### config.mk
export PLATFORM = sky130hd
export DESIGN_NAME = char_stream_framer
export DESIGN_NICKNAME = d
export VERILOG_FILES = /design/src/rtl/char_stream_pkg.sv /design/src/rtl/sync_fifo.sv /design/src/rtl/char_stream_framer.sv
export SDC_FILE = /design/constraint.sdc
export NUM_CORES = 1
export LEC_CHECK = 0
export ABC_AREA = 1
export CAP_MARGIN = 15
export CORE_MARGIN = 4
export CORE_UTILIZATION = 60
export CTS_CLUSTER_DIAMETER = 80
export DETAILED_ROUTE_END_ITERATION = 8
export HOLD_SLACK_MARGIN = 0.03
export PLACE_DENSITY = 0.78
export REMOVE_ABC_BUFFERS = 1
export SYNTH_ARGS = -nofsm -noshare
export SYNTH_HDL_FRONTEND = slang
export SYNTH_HIERARCHICAL = 1
export SYNTH_SLANG_ARGS = --single-unit
### constraint.sdc
create_clock -name clk -period 5.4 [get_ports clk]
set_input_delay 1.35 -clock clk [delete_from_list [all_inputs] [get_ports clk]]
set_output_delay 1.35 -clock clk [all_outputs]
set_load 0.03 [all_outputs]
### src/rtl/char_stream_pkg.sv
// Shared constants, FSM state type and byte classification for the character
// stream framer.
package char_stream_pkg;

    localparam logic [7:0] ASCII_CR  = 8'h0D;
    localparam logic [7:0] ASCII_LF  = 8'h0A;
    localparam logic [7:0] ASCII_SP  = 8'h20;
    localparam logic [7:0] ASCII_DEL = 8'h7F;

    typedef enum logic [1:0] {
        S_IDLE,
        S_WORD,
        S_DROP
    } framer_state_t;

    // Printable ASCII is 0x20..0x7E inclusive.
    function automatic logic is_printable(input logic [7:0] c);
        return (c >= ASCII_SP) && (c < ASCII_DEL);
    endfunction

    function automatic logic is_terminator(input logic [7:0] c);
        return (c == ASCII_CR) || (c == ASCII_LF);
    endfunction

endpackage

### src/rtl/sync_fifo.sv
// Single-clock FIFO with a registered occupancy counter. Full/empty are derived
// from the level so that in_ready upstream never depends combinationally on
// in_valid. The read port is a combinational look at the head entry.
module sync_fifo #(
    parameter int unsigned WIDTH = 8,
    parameter int unsigned DEPTH = 8
) (
    input  logic                     clk,
    input  logic                     reset,
    input  logic                     wr_en,
    input  logic [WIDTH-1:0]         wr_data,
    input  logic                     rd_en,
    output logic [WIDTH-1:0]         rd_data,
    output logic                     full,
    output logic                     empty,
    output logic [$clog2(DEPTH):0]   level
);

    localparam int unsigned AW = $clog2(DEPTH);
    localparam int unsigned LW = AW + 1;

    logic [WIDTH-1:0] mem [DEPTH];
    logic [AW-1:0]    wr_ptr;
    logic [AW-1:0]    rd_ptr;
    logic [LW-1:0]    level_q;
    logic             push;
    logic             pop;

    assign full    = (level_q == LW'(DEPTH));
    assign empty   = (level_q == '0);
    assign level   = level_q;
    assign push    = wr_en && !full;
    assign pop     = rd_en && !empty;
    assign rd_data = mem[rd_ptr];

    // Storage write; contents are don't-care until the level says otherwise.
    always_ff @(posedge clk) begin
        if (push) begin
            mem[wr_ptr] <= wr_data;
        end
    end

    // Pointers wrap naturally (DEPTH is a power of 2); level tracks occupancy.
    always_ff @(posedge clk or negedge reset) begin
        if (!reset) begin
            wr_ptr  <= '0;
            rd_ptr  <= '0;
            level_q <= '0;
        end else begin
            if (push) begin
                wr_ptr <= wr_ptr + AW'(1);
            end
            if (pop) begin
                rd_ptr <= rd_ptr + AW'(1);
            end
            if (push && !pop) begin
                level_q <= level_q + LW'(1);
            end else if (pop && !push) begin
                level_q <= level_q - LW'(1);
            end
        end
    end

endmodule

### src/rtl/char_stream_framer.sv
// Input stage of the password checker: buffers upstream ASCII bytes in a FIFO,
// drains one per cycle, frames words on CR/LF, drops non-printables and caps each
// word at MAX_LEN forwarded characters.
// Optional feature: define CASE_FOLD_EN to forward 'A'..'Z' as lowercase.
module char_stream_framer
    import char_stream_pkg::*;
#(
    parameter int unsigned DEPTH   = 8,
    parameter int unsigned MAX_LEN = 63
) (
    input  logic                     clk,
    input  logic                     reset,
    input  logic                     in_valid,
    input  logic [7:0]               in_data,
    output logic                     in_ready,
    input  logic                     hold,
    output logic                     en,
    output logic [7:0]               data_out,
    output logic                     word_end,
    output logic [5:0]               word_len,
    output logic                     word_ovf,
    output logic [$clog2(DEPTH):0]   fifo_level
);

    localparam logic [5:0] MaxLen = 6'(MAX_LEN);

    logic          fifo_full;
    logic          fifo_empty;
    logic [7:0]    head_byte;
    logic          pop;
    logic [7:0]    fwd_byte;
    framer_state_t state;
    logic [5:0]    count;

    assign in_ready = !fifo_full;
    assign pop      = !fifo_empty && !hold;

    sync_fifo #(
        .WIDTH (8),
        .DEPTH (DEPTH)
    ) u_fifo (
        .clk     (clk),
        .reset   (reset),
        .wr_en   (in_valid),
        .wr_data (in_data),
        .rd_en   (!hold),
        .rd_data (head_byte),
        .full    (fifo_full),
        .empty   (fifo_empty),
        .level   (fifo_level)
    );

    // Byte as it will appear on data_out; folding does not affect classification.
    always_comb begin
        fwd_byte = head_byte;
`ifdef CASE_FOLD_EN
        if (head_byte >= 8'h41 && head_byte <= 8'h5A) begin
            fwd_byte = head_byte + 8'h20;
        end
`endif
    end

    // Classify the popped byte, advance the framing FSM and register all outputs.
    always_ff @(posedge clk or negedge reset) begin
        if (!reset) begin
            state    <= S_IDLE;
            count    <= '0;
            en       <= 1'b0;
            data_out <= '0;
            word_end <= 1'b0;
            word_len <= '0;
            word_ovf <= 1'b0;
        end else begin
            en       <= 1'b0;
            word_end <= 1'b0;
            if (pop) begin
                if (is_terminator(head_byte)) begin
                    // Terminators in S_IDLE are swallowed so CRLF / blank lines stay silent.
                    if (state != S_IDLE) begin
                        word_end <= 1'b1;
                        word_len <= count;
                        word_ovf <= (state == S_DROP);
                        count    <= '0;
                        state    <= S_IDLE;
                    end
                end else if (is_printable(head_byte)) begin
                    if (count < MaxLen) begin
                        en       <= 1'b1;
                        data_out <= fwd_byte;
                        count    <= count + 6'd1;
                        state    <= S_WORD;
                    end else begin
                        // Count saturates; excess characters only mark the overflow.
                        state <= S_DROP;
                    end
                end
            end
        end
    end

endmodule

==> results.sh, run 1 <==
export IMPL_synth_area_sq_um=4620
export IMPL_peakVddDrop_uv=216
export IMPL_hpwlAfterDp_microns=6110
export IMPL_gp_congestion=0.858
export IMPL_clk_path_buf_depth=2
export IMPL_netSwitchingPower_uw=1130
export IMPL_r2r_end="data_out[0]$_DFFE_PN0P_"
export IMPL_grt_max_degree=67
export IMPL_grt_pass1_wl_microns=14200
export IMPL_finalWorstSetupSlack_ns=2.22
export IMPL_max_freq_mhz=314
export IMPL_p_clk_frac=0.175
export IMPL_tightest_slew_ns=1.10
export IMPL_tritoncts="yes"
export IMPL_start_util=0.626
export IMPL_htree_levels=3
export IMPL_ioPinCount=34
export IMPL_setup_violations=0
export IMPL_post_route_period_util=0.589
export IMPL_port_buffers=33
export IMPL_gr_usage_all_layers=0.207
export IMPL_synthAdderAreaFrac=0.0206
export IMPL_clkTransAtPathRegs_ns=0.09
export IMPL_yosysWarnings=6
export IMPL_cp_max_fo=5
export IMPL_worstSetupStartpointType="flip-flop"
export IMPL_grt_setup_unrepaired="no"
export IMPL_globalRoute_totalOverflow=0
export IMPL_routed_via_density=5.06
export IMPL_slowest_delay_ns=0.67
export IMPL_min_from="data_out[7]$_DFFE_PN0P_"
export IMPL_die_y_microns=95.7
export IMPL_cp_end_kind="output port"
export IMPL_outcome="finished clean"
export IMPL_synth_cells=502
export IMPL_ant_nets=0
export IMPL_instances_no_fill=638
export IMPL_synth_cell_types=30
export IMPL_grt_pass1_vias=2986
export IMPL_yosys_area_share_simple=0.267
export IMPL_cp_data_required_time_ns=4.05
export IMPL_switching_share=0.413
export IMPL_insertion_delay_ns=0.35
export IMPL_critical_path_buf_inv_count=3
export IMPL_postSynthAreaPerCell_sq_um=9.20
export IMPL_layout_nets=553
export IMPL_final_max_slew_viol_count=0
export IMPL_rrSetupSlack_ns=2.51
export IMPL_synth_seq_cells=99
export IMPL_p_int_uw=1610
export IMPL_synth_compound_area_frac=0.0149
export IMPL_cts_buffers=9
export IMPL_crit_chain="nor2_1 > nand3_1 > inv_1 > inv_1 > clkdlybuf4s50_1"
export IMPL_antenna_cells=0
export IMPL_leakage_uw=0.00241
export IMPL_cts_resized=0
export IMPL_numPlacedInstances=621
export IMPL_synth_xor_area_share=0.0171
export IMPL_cp_top_family="buffers and inverters"
export IMPL_cts_num_sinks=99
export IMPL_drc=0
export IMPL_fin_crit_ns=3.18
export IMPL_cp_slowest_cell="clkdlybuf4s50_1"
export IMPL_via_count=3229
export IMPL_crit_path_start="u_fifo/level[1]$_DFFE_PN0P_"
export IMPL_ff2ff_path_depth=13
export IMPL_cp_common_cell="inv_1"
export IMPL_relSlewSlack=0.264
export IMPL_fin_skew_ns=0.00765
export IMPL_powerDensity_nw_per_um2=528
export IMPL_drive_above_1_share=0.0705
export IMPL_post_cts_setup_buffers=0
export IMPL_root_buffer="clkbuf_8"
export IMPL_firstDrtPassIters=5
export IMPL_finalHoldViolCount=0
export IMPL_pre_cts_ws_ns=2.01
export IMPL_hold_class="flip-flop to flip-flop"
export IMPL_finalPower_uw=2740
export IMPL_routed_wl_microns=8690
export IMPL_cp_depth=5
export IMPL_core_area_sq_um=7370
export IMPL_antenna_found_initial=0
export IMPL_worstPathArrival_ns=1.83
export IMPL_place_area_sq_um=4970
export IMPL_reg2reg_from="u_fifo/rd_ptr[0]$_DFFE_PN0P_"
export IMPL_endpoint="in_ready"
export IMPL_seq_area_frac_synth=0.606
export IMPL_synthMuxAreaShare=0
export IMPL_cts_hold_buffers=0
export IMPL_syn2layout_area_growth_pct=12.4
export IMPL_p_comb_frac=0.399
export IMPL_fin_area_sq_um=5190
export IMPL_synth_top_family_by_area="simple AND/OR/NAND/NOR gates"
export IMPL_drtIter0Drc=231
export IMPL_placement_rows=31
export IMPL_die_area_sq_um=9160
export IMPL_p_seq_frac=0.425
export IMPL_drv_cap=0
export IMPL_critical_path_class="flip-flop to output port"
export IMPL_fin_tns_setup_ns=0
export IMPL_routedWlPerCell_microns=13.6
export IMPL_fp_dieW_microns=95.7
-- stage by stage --
stage,hold slack (ns),util
5_1_grt,0.494,0.704
3_5_place_dp,0.458,0.675
3_3_place_gp,0.452,0.675
4_1_cts,0.476,0.704
6_report,0.478,0.704
2_1_floorplan,0.464,-
-- synth_stat cells, drive strengths merged --
cell	number	area share
nand2	195	0.16
inv	62	0.051
or2	1	0.0014
ha	6	0.016
nand4	1	0.0014
xnor2	5	0.0095
clkbuf	1	0.00081
o21ai	10	0.015
xor2	4	0.0076
and2	1	0.0019
dfrtp	35	0.19
fa	1	0.0043
nor3	9	0.011
edfxtp	64	0.42
nand3	15	0.021
buf	13	0.022
nor2	79	0.068
-- registers in the layout, indices dropped and copies added, names as in the netlist --
signal and count:
state 2, u_fifo/mem 64, u_fifo/level 4, en 1
u_fifo/wr_ptr 3, u_fifo/rd_ptr 3, word_ovf 1, word_end 1
count 6, word_len 6, data_out 8
-- cell families (layout without fill, tap and decap cells) --
kind of cell	after synthesis	in the layout
adders and majority gates	7	7
and+or+nand+nor	301	301
DFF	99	99
buffers and inverters	76	113
AOI/OAI and AO/OA	10	10
xor gates and xnor gates	9	9
-- worst reg2reg max path, cell delays in order (launching register included) --
cell	delay, ns
dfrtp_2	1.08
nor2_1	0.14
nor2_1	0.13
nand2_1	0.10
nand2_1	0.08
nand2_1	0.05
nand2_1	0.12
nor2_1	0.07
nor3_2	0.17
nand2_2	0.10
nor2_2	0.39
inv_2	0.19
nand2_1	0.12
o21ai_2	0.05
-- power by group through the flow --
stage	clock [uW]	combinational (uW)	sequential (uW)
finish	480	1090	1170
global placement	0	1050	1170
CTS	490	1090	1160
global route	522	1250	1190
detailed placement	0	1090	1180
floorplan	0	702	1220
-- layout make-up --
cell class,count,area (sq um)
clock buffer,14,199
timing repair buffer,35,343
clock inverter,2,13.8
sequential,99,2800
inverter,62,238
multi-input combinational,327,1470
tap,99,124
fill,570,2180
-- layout by cell type, fill, tap and decap left out, drive strengths merged --
cell           synthesis  final
xnor2                  5      5
xor2                   4      4
clkdlybuf4s50          0     33
clkinv                 0      2
fa                     1      1
dfrtp                 35     35
nand3                 15     15
o21ai                 10     10
nor2                  79     79
clkbuf                 1     14
ha                     6      6
nor3                   9      9
and2                   1      1
buf                   13      2
nand4                  1      1
or2                    1      1
inv                   62     62
nand2                195    195
edfxtp                64     64
-- worst min-delay path by stage --
stage | cells after the start | slack [ns] | endpoint
floorplan | 2 | 0.46 | count[5]$_DFFE_PN0P_
global placement | 2 | 0.45 | word_len[4]$_DFFE_PN0P_
detailed placement | 2 | 0.46 | data_out[7]$_DFFE_PN0P_
CTS | 2 | 0.48 | data_out[7]$_DFFE_PN0P_
global route | 2 | 0.49 | data_out[7]$_DFFE_PN0P_
finish | 2 | 0.48 | data_out[7]$_DFFE_PN0P_
-- routing by layer --
layer	share of wire	GRT usage
met5	0	0
met1	0.44	0.281
met3	0.056	0.0266
met4	0.012	0.0664
met2	0.49	0.349
Note: power is estimated with default switching activity, not from simulation.
==> run 2: changes to the inputs <==
Settings changed: CORE_UTILIZATION 60 to 53, PLACE_DENSITY 0.78 to 0.73.
Clock period 5.4 ns to 2.8 ns, I/O delays scaled along.
==> results.sh, run 2 (synthesized netlist as in run 1, its figures left out) <==
export IMPL_die_area_sq_um=10300
export IMPL_clk_path_buf_depth=2
export IMPL_fp_dieW_microns=101
export IMPL_largest_register_ffs=64
export IMPL_ant_nets=0
export IMPL_clkTransAtPathRegs_ns=0.09
export IMPL_slowest_delay_ns=0.58
export IMPL_tightest_slew_ns=0.443
export IMPL_leakage_uw=0.00248
export IMPL_routed_via_density=4.86
export IMPL_via_count=3195
export IMPL_cp_top_family="buffers and inverters"
export IMPL_fin_area_sq_um=5300
export IMPL_cp_end_kind="output port"
export IMPL_finalHoldViolCount=0
export IMPL_top_usage_layer="met2"
export IMPL_critical_path_class="flip-flop to output port"
export IMPL_grt_pass1_vias=2947
export IMPL_gp_congestion=0.761
export IMPL_drtIter0Drc=123
export IMPL_final_max_slew_viol_count=0
export IMPL_cts_buffers=9
export IMPL_cts_resized=0
export IMPL_numPlacedInstances=641
export IMPL_finalWorstSetupSlack_ns=0.317
export IMPL_crit_chain="nor2_1 > nand3_1 > inv_1 > inv_1 > clkdlybuf4s50_1"
export IMPL_max_freq_mhz=403
export IMPL_globalRoute_totalOverflow=0
export IMPL_hold_class="flip-flop to flip-flop"
export IMPL_fin_crit_ns=2.48
export IMPL_outcome="finished clean"
export IMPL_layout_nets=566
export IMPL_ioPinCount=34
export IMPL_drive_above_1_share=0.0888
export IMPL_worstPathArrival_ns=1.78
export IMPL_grt_setup_unrepaired="no"
export IMPL_pre_cts_ws_ns=0.165
export IMPL_setup_violations=0
export IMPL_drc=0
export IMPL_worstSetupStartpointType="flip-flop"
export IMPL_cp_data_required_time_ns=2.10
export IMPL_routed_wl_microns=8270
export IMPL_min_path_cells=2
export IMPL_whs_endpoint="word_len[4]$_DFFE_PN0P_"
export IMPL_syn2layout_area_growth_pct=14.8
export IMPL_fin_tns_setup_ns=0
export IMPL_routedWlPerCell_microns=12.6
export IMPL_grt_pass1_wl_microns=13600
export IMPL_use_met1=0.208
export IMPL_powerDensity_nw_per_um2=1010
export IMPL_min_from="word_len[4]$_DFFE_PN0P_"
export IMPL_layout_common_cells="nand2_1 (191), nor2_1 (77), edfxtp_1 (64), inv_1 (59), dfrtp_1 (35)"
export IMPL_antenna_found_initial=0
export IMPL_antenna_cells=0
export IMPL_hpwlAfterDp_microns=5650
export IMPL_place_area_sq_um=5100
export IMPL_post_route_period_util=0.887
export IMPL_placement_rows=33
export IMPL_use_met2=0.297
export IMPL_fillers=688
export IMPL_drv_cap=0
export IMPL_cp_common_cell="inv_1"
export IMPL_ff2ff_path_depth=14
export IMPL_grt_use_met3=0.0289
export IMPL_tritoncts="yes"
export IMPL_port_buffers=33
export IMPL_start_util=0.554
export IMPL_critical_path_buf_inv_count=3
export IMPL_grt_max_degree=67
export IMPL_cts_num_sinks=99
export IMPL_cts_hold_buffers=0
export IMPL_instances_no_fill=657
export IMPL_r2r_end="data_out[0]$_DFFE_PN0P_"
export IMPL_core_area_sq_um=8340
export IMPL_final_common_cell="nand2_1"
export IMPL_cp_slowest_cell="clkdlybuf4s50_1"
export IMPL_root_buffer="clkbuf_8"
export IMPL_die_y_microns=101
export IMPL_firstDrtPassIters=4
export IMPL_rrSetupSlack_ns=0.56
export IMPL_cp_max_fo=5
export IMPL_reg2reg_from="u_fifo/rd_ptr[0]$_DFFE_PN0P_"
export IMPL_post_cts_setup_buffers=0
export IMPL_gr_usage_all_layers=0.172
export IMPL_relSlewSlack=0.705
export IMPL_whs_ns=0.475
export IMPL_largest_registers="u_fifo/mem x64, data_out x8"
export IMPL_insertion_delay_ns=0.36
export IMPL_htree_levels=3
export IMPL_peakVddDrop_uv=444
export IMPL_fin_skew_ns=0.00954
export IMPL_largest_register="u_fifo/mem"
run 2: stage by stage:
step / power (uW) / util
2_1_floorplan: 3710 / -
3_3_place_gp: 4380 / 0.611
3_5_place_dp: 4470 / 0.611
4_1_cts: 5390 / 0.635
5_1_grt: 5780 / 0.635
6_report: 5340 / 0.635
run 2: how the worst max path moves through the flow:
stage	to	cells after the start	start	slack, ns
floorplan	data_out[0]$_DFFE_PN0P_	13	u_fifo/rd_ptr[0]$_DFFE_PN0P_	0.05
CTS	in_ready	5	u_fifo/level[0]$_DFFE_PN0P_	0.29
global route	in_ready	5	u_fifo/level[0]$_DFFE_PN0P_	0.20
finish	in_ready	5	u_fifo/level[0]$_DFFE_PN0P_	0.32
detailed placement	u_fifo/level[3]$_DFFE_PN0P_	11	hold	0.16
global placement	u_fifo/level[3]$_DFFE_PN0P_	11	hold	0.24
run 2: worst min-delay path: stages (launching register included):
cell and delay (ns):
dfrtp_1 0.35, nand2_1 0.05, nand2_1 0.04
run 2: where the power goes:
part / switching, uW / leakage [uW] / internal [uW]
clock: 466 / 0.000105 / 447
sequential: 177 / 0.00103 / 1870
combinational: 1530 / 0.00134 / 845
run 2: final cells by class:
type                    instances  area [sq um]  area share
clock buffers                  14           189      0.0356
multi-input cells             327          1470       0.278
inverters                      62           238      0.0449
repair buffers                 48           455      0.0859
clock inverters                 2          15.0     0.00283
well taps                     105           131      0.0248
flip-flops and latches         99          2800       0.528
run 2: per-layer routing:
layer  share of wire  up-vias
li1                -     1637
met1            0.43     1476
met2            0.50       61
met3           0.042       21
met4           0.028        0
met5               0        -
==> run 3: changes to the inputs <==
Settings changed: CORE_MARGIN 4 to 2.
==> results.sh, run 3 (synthesized netlist as in run 1, its figures left out) <==
export IMPL_placement_rows=34
export IMPL_relSlewSlack=0.692
export IMPL_port_buffers=33
export IMPL_grt_pass1_vias=3150
export IMPL_fin_tns_setup_ns=0
export IMPL_leakage_uw=0.00247
export IMPL_syn2layout_area_growth_pct=14.5
export IMPL_die_y_microns=97.3
export IMPL_crit_chain="inv_2 > nor2_1 > nand2_1 > nand2_1 > nand2_1 > nand2_1 > nor2_1 > nor3_2 > nand2_2 > nor2_2 > inv_2 > nand2_1 > o21ai_2"
export IMPL_netSwitchingPower_uw=2220
export IMPL_cp_top_family="simple AND/OR/NAND/NOR gates"
export IMPL_peakVddDrop_uv=347
export IMPL_powerDensity_nw_per_um2=1000
export IMPL_whs_ns=0.475
export IMPL_tightest_slew_ns=0.462
export IMPL_cp_slowest_cell="dfrtp_1"
export IMPL_critical_path_buf_inv_count=2
export IMPL_worstPathArrival_ns=2.78
export IMPL_drv_cap=0
export IMPL_final_common_cell="nand2_1"
export IMPL_routed_via_density=4.85
export IMPL_cp_data_required_time_ns=3.05
export IMPL_layout_common_cells="nand2_1 (191), nor2_1 (77), edfxtp_1 (64), inv_1 (59), dfrtp_1 (34)"
export IMPL_max_freq_mhz=396
export IMPL_outcome="finished clean"
export IMPL_critical_path_class="flip-flop to flip-flop"
export IMPL_grt_max_degree=36
export IMPL_tritoncts="yes"
export IMPL_switching_share=0.419
export IMPL_grt_setup_unrepaired="no"
export IMPL_p_comb_frac=0.441
export IMPL_setup_violations=0
export IMPL_clk_path_buf_depth=2
export IMPL_hold_class="flip-flop to flip-flop"
export IMPL_routed_wl_microns=8590
export IMPL_final_max_slew_viol_count=0
export IMPL_drtIter0Drc=180
export IMPL_post_route_period_util=0.902
export IMPL_routedWlPerCell_microns=13.0
export IMPL_drive_above_1_share=0.0940
export IMPL_gr_usage_all_layers=0.198
export IMPL_antenna_cells=0
export IMPL_cp_end_kind="flip-flop"
export IMPL_finalHoldViolCount=0
export IMPL_cts_num_sinks=99
export IMPL_drc=0
export IMPL_cts_resized=0
export IMPL_hpwlAfterDp_microns=5850
export IMPL_fin_skew_ns=0.0139
export IMPL_root_buffer="clkbuf_8"
export IMPL_ant_nets=0
export IMPL_instances_no_fill=661
export IMPL_core_area_sq_um=8590
export IMPL_cp_common_cell="nand2_1"
export IMPL_fin_crit_ns=2.53
export IMPL_largest_register_ffs=64
export IMPL_start_util=0.537
export IMPL_antenna_found_initial=0
export IMPL_htree_levels=3
export IMPL_largest_registers="u_fifo/mem x64, data_out x8"
export IMPL_insertion_delay_ns=0.36
export IMPL_cts_hold_buffers=0
export IMPL_numPlacedInstances=645
export IMPL_p_int_uw=3080
export IMPL_cp_max_fo=16
export IMPL_die_area_sq_um=9470
export IMPL_p_seq_frac=0.400
export IMPL_globalRoute_totalOverflow=0
export IMPL_slowest_delay_ns=0.55
export IMPL_fp_dieW_microns=97.3
export IMPL_clkTransAtPathRegs_ns=0.10
export IMPL_p_clk_frac=0.158
export IMPL_worstSetupStartpointType="flip-flop"
export IMPL_cts_buffers=9
export IMPL_layout_nets=567
export IMPL_ioPinCount=34
export IMPL_grt_pass1_wl_microns=14800
export IMPL_gp_congestion=0.834
export IMPL_firstDrtPassIters=4
export IMPL_via_count=3209
export IMPL_post_cts_setup_buffers=0
export IMPL_largest_register="u_fifo/mem"
run 3: cell count changes in the layout (fill, tap and decap cells not counted), sizes merged:
cell    delta
buf        +1
clkbuf     -3
clkinv     +2
inv        +1
run 3: power groups by stage:
| stage | Sequential, uW | Combinational, uW | Clock [uW] |
|---|---|---|---|
| 2_1_floorplan | 2350 | 1350 | 0 |
| 3_3_place_gp | 2130 | 2260 | 0 |
| 3_5_place_dp | 2150 | 2340 | 0 |
| 4_1_cts | 2120 | 2350 | 868 |
| 5_1_grt | 2160 | 2660 | 934 |
| 6_report | 2120 | 2340 | 838 |
run 3: area by class of cell:
class,count,area (sq um)
inverters,62,238
fillers,731,3310
well taps,108,135
clock inverters,5,35.0
multi-input cells,327,1470
clock buffers,11,141
repair buffers,49,463
flip-flops and latches,99,2800
run 3: metrics by stage:
stage / util / setup WS, ns / total power (uW) / area, sq um
after CTS: 0.615 / 0.284 / 5340 / 5290
after global placement: 0.594 / 0.224 / 4400 / 5110
after detailed placement: 0.594 / 0.158 / 4490 / 5110
after floorplan: - / 0.0531 / 3710 / 4510
final: 0.615 / 0.274 / 5290 / 5290
after global routing: 0.615 / 0.0207 / 5760 / 5290
run 3: worst register-to-register path, stage by stage, from the launching register on:
cell and delay [ns]:
dfrtp_1 0.55, inv_2 0.24, nor2_1 0.16, nand2_1 0.06, nand2_1 0.08, nand2_1 0.05, nand2_1 0.15, nor2_1 0.11
nor3_2 0.18, nand2_2 0.10, nor2_2 0.38, inv_2 0.19, nand2_1 0.12, o21ai_2 0.05
run 3: metal layers:
layer	wire length [microns]	track usage	vias to the layer above
met5	0	0	-
met4	136	0.0780	0
met3	337	0.0381	12
met2	4290	0.326	69
met1	3830	0.260	1482
li1	-	-	1646
run 3: worst paths after layout:
| kind | from | end | slack (ns) | depth (start not counted) |
|---|---|---|---|---|
| min in group asynchronous | reset | data_out[2]$_DFFE_PN0P_ | 0.75 | 2 |
| min reg2reg | word_len[4]$_DFFE_PN0P_ | word_len[4]$_DFFE_PN0P_ | 0.47 | 2 |
| max | u_fifo/rd_ptr[1]$_DFFE_PN0P_ | data_out[0]$_DFFE_PN0P_ | 0.27 | 13 |
| max reg2reg | u_fifo/rd_ptr[1]$_DFFE_PN0P_ | data_out[0]$_DFFE_PN0P_ | 0.27 | 13 |
| max in group asynchronous | reset | u_fifo/rd_ptr[0]$_DFFE_PN0P_ | 1.68 | 2 |
| min | word_len[4]$_DFFE_PN0P_ | word_len[4]$_DFFE_PN0P_ | 0.47 | 2 |
